[config.mk]
export PLATFORM = sky130hd
export DESIGN_NAME = deserializer
export DESIGN_NICKNAME = d
export VERILOG_FILES = /design/src/rtl/deserializer.sv
export SDC_FILE = /design/constraint.sdc
export NUM_CORES = 1
export LEC_CHECK = 0
export CAP_MARGIN = 20
export CORE_MARGIN = 8
export CORE_UTILIZATION = 30
export CTS_BUF_LIST = sky130_fd_sc_hd__clkbuf_4 sky130_fd_sc_hd__clkbuf_8 sky130_fd_sc_hd__clkbuf_16
export CTS_CLUSTER_DIAMETER = 60
export DETAILED_ROUTE_END_ITERATION = 8
export PLACE_DENSITY_LB_ADDON = 0.3
export SYNTH_ARGS = -nofsm -noshare
export SYNTH_HDL_FRONTEND = slang
export SYNTH_SLANG_ARGS = --single-unit
export TNS_END_PERCENT = 20
[constraint.sdc]
create_clock -name clk_i -period 2 [get_ports clk_i]
set_clock_uncertainty 0.2 [all_clocks]
set_input_delay 0.6 -clock clk_i [delete_from_list [all_inputs] [get_ports clk_i]]
set_output_delay 0.6 -clock clk_i [all_outputs]
set_load 0.01 [all_outputs]
[src/rtl/deserializer.sv]
// deserializer: rebuilds 16-bit words from an MSB-first serial bit stream.
// A frame is a contiguous run of ser_data_val_i cycles. A frame is emitted
// when 16 bits are collected or when valid drops after fewer bits.
// Optional: define DESER_MIN_LEN_CHECK_EN to reject 1- and 2-bit frames
// (err_o pulse instead of an emission).
//
// Ports:
//   clk_i            in   clock, rising edge
//   arst_n_i         in   asynchronous active-low reset
//   ser_data_i       in   serial data bit, MSB first
//   ser_data_val_i   in   qualifies ser_data_i
//   deser_data_o     out  [15:0] reassembled word, MSB-aligned, zero-filled
//   deser_data_mod_o out  [3:0]  bit count of the word (0 means 16)
//   deser_data_val_o out  one-cycle pulse qualifying data/mod
//   busy_o           out  high while a frame is being collected
//   err_o            out  one-cycle pulse on a rejected short frame
module deserializer (
  input  logic        clk_i,
  input  logic        arst_n_i,
  input  logic        ser_data_i,
  input  logic        ser_data_val_i,
  output logic [15:0] deser_data_o,
  output logic [3:0]  deser_data_mod_o,
  output logic        deser_data_val_o,
  output logic        busy_o,
  output logic        err_o
);

  localparam int unsigned DATA_W = 16;
  localparam int unsigned CNT_W  = 5;
  localparam int unsigned MOD_W  = 4;

  typedef enum logic {
    IDLE    = 1'b0,
    COLLECT = 1'b1
  } state_e;

  state_e              state_q, state_d;
  logic [CNT_W-1:0]    cnt_q, cnt_d;
  logic [DATA_W-1:0]   shreg_q, shreg_d;
  logic [DATA_W-1:0]   data_q, data_d;
  logic [MOD_W-1:0]    mod_q, mod_d;
  logic                val_q, val_d;

  logic                emit;
  logic [DATA_W-1:0]   emit_word;
  logic [MOD_W-1:0]    emit_mod;
  logic [MOD_W-1:0]    bit_pos;

`ifdef DESER_MIN_LEN_CHECK_EN
  logic                err_q, err_d;
  logic                emit_short;
`endif

  // Bit position of the incoming bit within the word while collecting.
  assign bit_pos = MOD_W'(DATA_W - 1) - cnt_q[MOD_W-1:0];

  // Next-state, shift register and emission logic.
  always_comb begin
    state_d   = state_q;
    cnt_d     = cnt_q;
    shreg_d   = shreg_q;
    data_d    = data_q;
    mod_d     = mod_q;
    val_d     = 1'b0;
    emit      = 1'b0;
    emit_word = shreg_q;
    emit_mod  = cnt_q[MOD_W-1:0];
`ifdef DESER_MIN_LEN_CHECK_EN
    err_d      = 1'b0;
    emit_short = 1'b0;
`endif

    unique case (state_q)
      IDLE: begin
        if (ser_data_val_i) begin
          shreg_d             = '0;
          shreg_d[DATA_W-1]   = ser_data_i;
          cnt_d               = CNT_W'(1);
          state_d             = COLLECT;
        end
      end
      COLLECT: begin
        if (ser_data_val_i) begin
          shreg_d[bit_pos] = ser_data_i;
          cnt_d            = cnt_q + CNT_W'(1);
          // Last bit of a full word: emit now so the next cycle may start a new frame.
          if (cnt_q == CNT_W'(DATA_W - 1)) begin
            emit      = 1'b1;
            emit_word = shreg_d;
            emit_mod  = '0;
            cnt_d     = '0;
            shreg_d   = '0;
            state_d   = IDLE;
          end
        end else begin
          // Valid dropped: close the partial frame.
          emit      = 1'b1;
          emit_word = shreg_q;
          emit_mod  = cnt_q[MOD_W-1:0];
`ifdef DESER_MIN_LEN_CHECK_EN
          emit_short = (cnt_q <= CNT_W'(2));
`endif
          cnt_d     = '0;
          shreg_d   = '0;
          state_d   = IDLE;
        end
      end
      default: state_d = IDLE;
    endcase

    if (emit) begin
`ifdef DESER_MIN_LEN_CHECK_EN
      if (emit_short) begin
        err_d = 1'b1;
      end else begin
        val_d  = 1'b1;
        data_d = emit_word;
        mod_d  = emit_mod;
      end
`else
      val_d  = 1'b1;
      data_d = emit_word;
      mod_d  = emit_mod;
`endif
    end
  end

  // State and output registers.
  always_ff @(posedge clk_i or negedge arst_n_i) begin
    if (!arst_n_i) begin
      state_q <= IDLE;
      cnt_q   <= '0;
      shreg_q <= '0;
      data_q  <= '0;
      mod_q   <= '0;
      val_q   <= 1'b0;
`ifdef DESER_MIN_LEN_CHECK_EN
      err_q   <= 1'b0;
`endif
    end else begin
      state_q <= state_d;
      cnt_q   <= cnt_d;
      shreg_q <= shreg_d;
      data_q  <= data_d;
      mod_q   <= mod_d;
      val_q   <= val_d;
`ifdef DESER_MIN_LEN_CHECK_EN
      err_q   <= err_d;
`endif
    end
  end

  assign deser_data_o     = data_q;
  assign deser_data_mod_o = mod_q;
  assign deser_data_val_o = val_q;
  assign busy_o           = (state_q == COLLECT);
`ifdef DESER_MIN_LEN_CHECK_EN
  assign err_o            = err_q;
`else
  assign err_o            = 1'b0;
`endif

endmodule

== After elaboration in Yosys (flattened, before gate mapping) ==
Index checks and enable logic that the tools add are counted.
Cells by class
  bitwise gates (word level): 1
  mux-type cells: 25
  order comparisons: 2
  equality and inequality tests: 2
  $add $sub $neg: 2
  reduce and logical (&&, ||, !) cells: 1
Operator list (number)
  2-to-1 mux 16 bit: 6
  case mux 16 bit (2 select lines): 1
  bitwise mux 16 bit: 1
  2-to-1 mux 5 bit: 3
  2-to-1 mux 4 bit: 3
  case mux 5 bit (2 select lines): 1
  2-to-1 mux 1 bit: 8
  adder 5 x 1 -> 5 bit (second input constant): 1
  equality test 5 x 4 -> 1 bit (second input constant): 1
  < comparator 4 x 5 -> 1 bit (second input constant): 1
  demux 1 bit (select 4 bit): 1
  greater-or-equal comparator 4 x 1 -> 1 bit (second input constant): 1
  subtractor 4 bit (first input constant): 1
  inequality test 2 bit (second input constant): 1
  case mux 1 bit (2 select lines): 1
  logical AND 1 bit: 1
  NOT 1 bit: 1
Storage, ports and cells
  input port bits: 4
  flip-flop bits (word level): 43
  output and inout port bits: 23
  word-level logic and storage cells: 39

== Depth between registers and ports, before layout ==
  depth after elaboration: 9
  depth in mapped cells: 7
  gate-level depth less buffers: 6

== Least setup slack after synthesis ==
No wires, ideal clock.
  kind: register to register
  start: register cnt_q[0]
  end: register data_q[15], in the netlist deser_data_o[15]
  setup slack: 0.102 ns
  data required time: 1.672 ns
  clock period less this slack: 1.898 ns
  data arrival time: 1.571 ns
  library setup time: 0.128 ns
  cell stages (with the launch flop): 6
  path buffers: 1
  path through: dfrtp_1 ha_1 and4b_1 buf_6 o21ai_4 mux2_1
On the way
  cells in the longest elaborated chain, start to end: 9
  elaborated cells on any way between the ends: 14
  those cells by class: add/sub: 1; order compare: 2; eq/ne: 1; mux: 9; reduce/logical: 1
RTL lines
  start, declared: line 39  | logic [CNT_W-1:0] cnt_q, cnt_d;
  start signal, assigned: line 143  | cnt_q <= cnt_d;
  subtractor 4 bit: line 56  | assign bit_pos = MOD_W'(DATA_W - 1) - cnt_q[MOD_W-1:0];
  < comparator 4 x 5 -> 1 bit (not written as such) / greater-or-equal comparator 4 x 1 -> 1 bit (equally long branches): line 85  | shreg_d[bit_pos] = ser_data_i;
  logical AND 1 bit (not written as such): line 85
  2-to-1 mux 1 bit (not written as such): line 85
  demux 1 bit (select 4 bit): line 85
  bitwise mux 16 bit: line 85
  2-to-1 mux 16 bit: line 88  | if (cnt_q == CNT_W'(DATA_W - 1)) begin
  2-to-1 mux 16 bit: line 84  | if (ser_data_val_i) begin
  2-to-1 mux 16 bit: line 74  | unique case (state_q)
  end signal, assigned: line 145  | data_q <= data_d;
  end, declared: line 41  | logic [DATA_W-1:0] data_q, data_d;
Several ways; a longest one is shown, not always the timed one.
A chain may end at the register's enable or synchronous reset.

== Worst setup path in the final report ==
  start: register cnt_q[1]
  end: register data_q[2], in the netlist deser_data_o[2]
Same word-level chain as after synthesis.

==> flow_summary.yaml <==
run_status:
  status: "finished clean"
synthesis:
  syn_nets: 236
  syn_area_um2: 2400
  yosysMostFrequentCell: "dfrtp_1"
  synthMuxAreaShare: 0.0715
  synth-compound-area-share: 0.179
  netlist_top_cells_area: "dfrtp_1, o31ai_4, mux2i_1, nand2_1, o21ai_0"
  netlist_top_cells_count: "dfrtp_1, nand2_1, o21ai_0"
  synth_simple_gate_area_frac: 0.217
  synth_area_leader_cell: "dfrtp_1"
  synth_top_family_by_area: "simple AND/OR/NAND/NOR gates"
  synth_top_area_frac: 0.449
  synth_cells: 228
  yosysWarningCount: 0
  ys_seq_area_frac: 0.449
  synthDistinctLibCells: 41
  synth_xor_xnor_area_share: 0.00365
  synthAdderAreaFrac: 0.0209
  ys_ff_latch: 43
  ys.flop_type: "dfrtp_1"
  avgSynthCellArea_um2: 10.5
  synth_edf_count: 0
  synthArstFlopShare: 1.00
routing:
  post_drt_wl_per_cell_um: 14.1
  postRouteAntennaNets: 0
  drt-total-wl_mm: 5.21
  vias: 1739
  drc: 0
  firstDrtPassIters: 4
  first_iter_violations: 130
  routed_via_density: 4.71
clocking:
  ctsHtreeMaxLevel: 2
  cts_tree: "built"
  cts_hold_buffers: 0
  cts_root_buffer: "clkbuf_8"
  cts_made_buffers: 5
  clkTransAtPathRegs_ps: 80
  postCtsSetupBuffers: 0
  clock_path_buffers: 2
  cts_sinks: 43
  clock_latency_ps: 290
setup_path:
  cp-startpoint: "cnt_q[1]"
  startpoint_type: "register"
  worstSetupPathType: "register to register"
  r2r_start: "cnt_q[1]"
  cp.arrival_ps: 1880
  critPathRequiredTime_ps: 2010
  critPathCaptureType: "register"
  crit_fanout: 21
sta:
  rsz0062_at_grt: "no"
  period_minus_slack_ps: 1870
  setup_viol: 0
  hold_viol_final: 0
  fin_crit_sh: 0.935
  fmax_mhz: 535
  slew_violations: 0
global_route:
  grt_pass1_wl_mm: 9.07
  use_met3: 0.0292
  grt_max_degree: 44
  top_usage_layer: "met2"
  antenna_found_initial: 0
  grt.total_usage: 0.0984
  grt_overflow: 0
  grtUsageMet1: 0.130
  grt_pass1_vias: 1754
  gr-usage-met2: 0.152
layout:
  drive_gt1_frac: 0.210
  instances_no_fill: 369
  antennaDiodeCount: 0
  fin_nets: 274
  fin_util: 0.385
  area_delta_synth_final_pct: 24.2
power_and_ir_drop:
  p_leak_nw: 1.50
  p_sw_frac: 0.269
  switchingPower_uw: 480
  irDropWorstVdd_v: 0.000334
  intPower_mw: 1.30
  seqPwrFrac: 0.516
  comb_power_share: 0.165
  powerDensity_nw_per_um2: 599
  pwr-share-clk: 0.318
die:
  core_area_um2: 7730
  die_x_um: 105
  die_y_um: 105
  row_count: 32
  die_area_um2: 11100
  num_io_pins: 27
  initial_core_util: 0.310
place:
  io_buffers: 25
  place_congestion: 0.762
  dp_hpwl_mm: 3.67
  place_inst: 361
flow_run:
  drv_cap: 0
hold_path:
  min_path_type: "primary input to async pin"
## state kept, by name, indices dropped and copies added, names as in the netlist
register and cells:
shreg_q 16, cnt_q 5, deser_data_mod_o 4, busy_o 1
deser_data_val_o 1, deser_data_o 16
## through the flow
step / hold WS [ps] / total power [mW] / setup TNS, ps / instance area [um2] / setup WS (ps)
2_1_floorplan: 104 / 1.11 / 0 / 2400 / 102
3_3_place_gp: 273 / 1.25 / -2040 / 2880 / -142
3_5_place_dp: 285 / 1.25 / -3240 / 2880 / -176
4_1_cts: 78.5 / 1.82 / 0 / 2950 / 0.581
5_1_grt: 84.4 / 1.89 / 0 / 2980 / 5.82
6_report: 74.9 / 1.78 / 0 / 2980 / 130
## cells by family (layout without fill, tap and decap cells)
family / after synthesis / after routing
mux: 17 / 17
flops: 43 / 43
fa+ha+maj: 4 / 4
other cells: 1 / 1
compound gates: 43 / 43
buf+inv: 21 / 60
xor+xnor: 1 / 1
simple gates: 98 / 98
## placed cells by master (no fill, tap or decap), drive strengths merged, types with 2 or more instances in the layout
cell type and n:
o21ai 22, nor2 17, ha 4, nor3 2, o31ai 14, nand2 39, nor3b 4, clkdlybuf4s50 2
dlymetal6s2s 8, mux2i 16, dlygate4sd2 14, buf 24, nand3 6, and2 14, inv 4, a22o 2
nand3b 8, dfrtp 43, a21oi 2, clkbuf 7, nor2b 2
## power groups by stage
stage,clock (mW),sequential (mW),combinational (mW)
after floorplan,0,0.943,0.165
after global placement,0,0.940,0.308
after detailed placement,0,0.940,0.310
after CTS,0.593,0.922,0.303
after global routing,0.635,0.927,0.329
final,0.568,0.921,0.295
## per-layer routing
layer,up-vias,wire [um]
li1,850,-
met2,30,2300
met1,852,2650
met3,7,209
met4,0,56
met5,-,0
## critical path: stages (launching register included)
cell,delay (ps)
dfrtp_1,430
ha_2,200
and4b_1,290
o21ai_4,250
buf_12,210
nand2_1,120
o31ai_4,60
## final timing paths
check	cells after the start	slack, ps	endpoint
worst max-delay path	6	130	deser_data_o[2]
worst min-delay path	2	70	deser_data_o[4]
worst max register to register	6	130	deser_data_o[2]
worst min register to register	2	290	deser_data_o[14]
max in group asynchronous	2	1310	deser_data_o[8]
min in group clk_i	2	290	deser_data_o[14]
## cell type report
cell class	count	area, um2
flip-flops and latches	43	1080
multi-input cells	164	1190
clock buffers	7	83.8
inverters	4	15.0
repair buffers	48	483
well taps	102	128
fillers	777	4750
clock inverters	1	5.00
## what timing repair did
| item | in CTS | in global routing |
|---|---|---|
| cloned | 0 | 0 |
| setup endpoints to repair | 14 | 9 |
| gates resized for setup | 14 | 9 |
No activity file was read; power rests on OpenSTA's default activity.
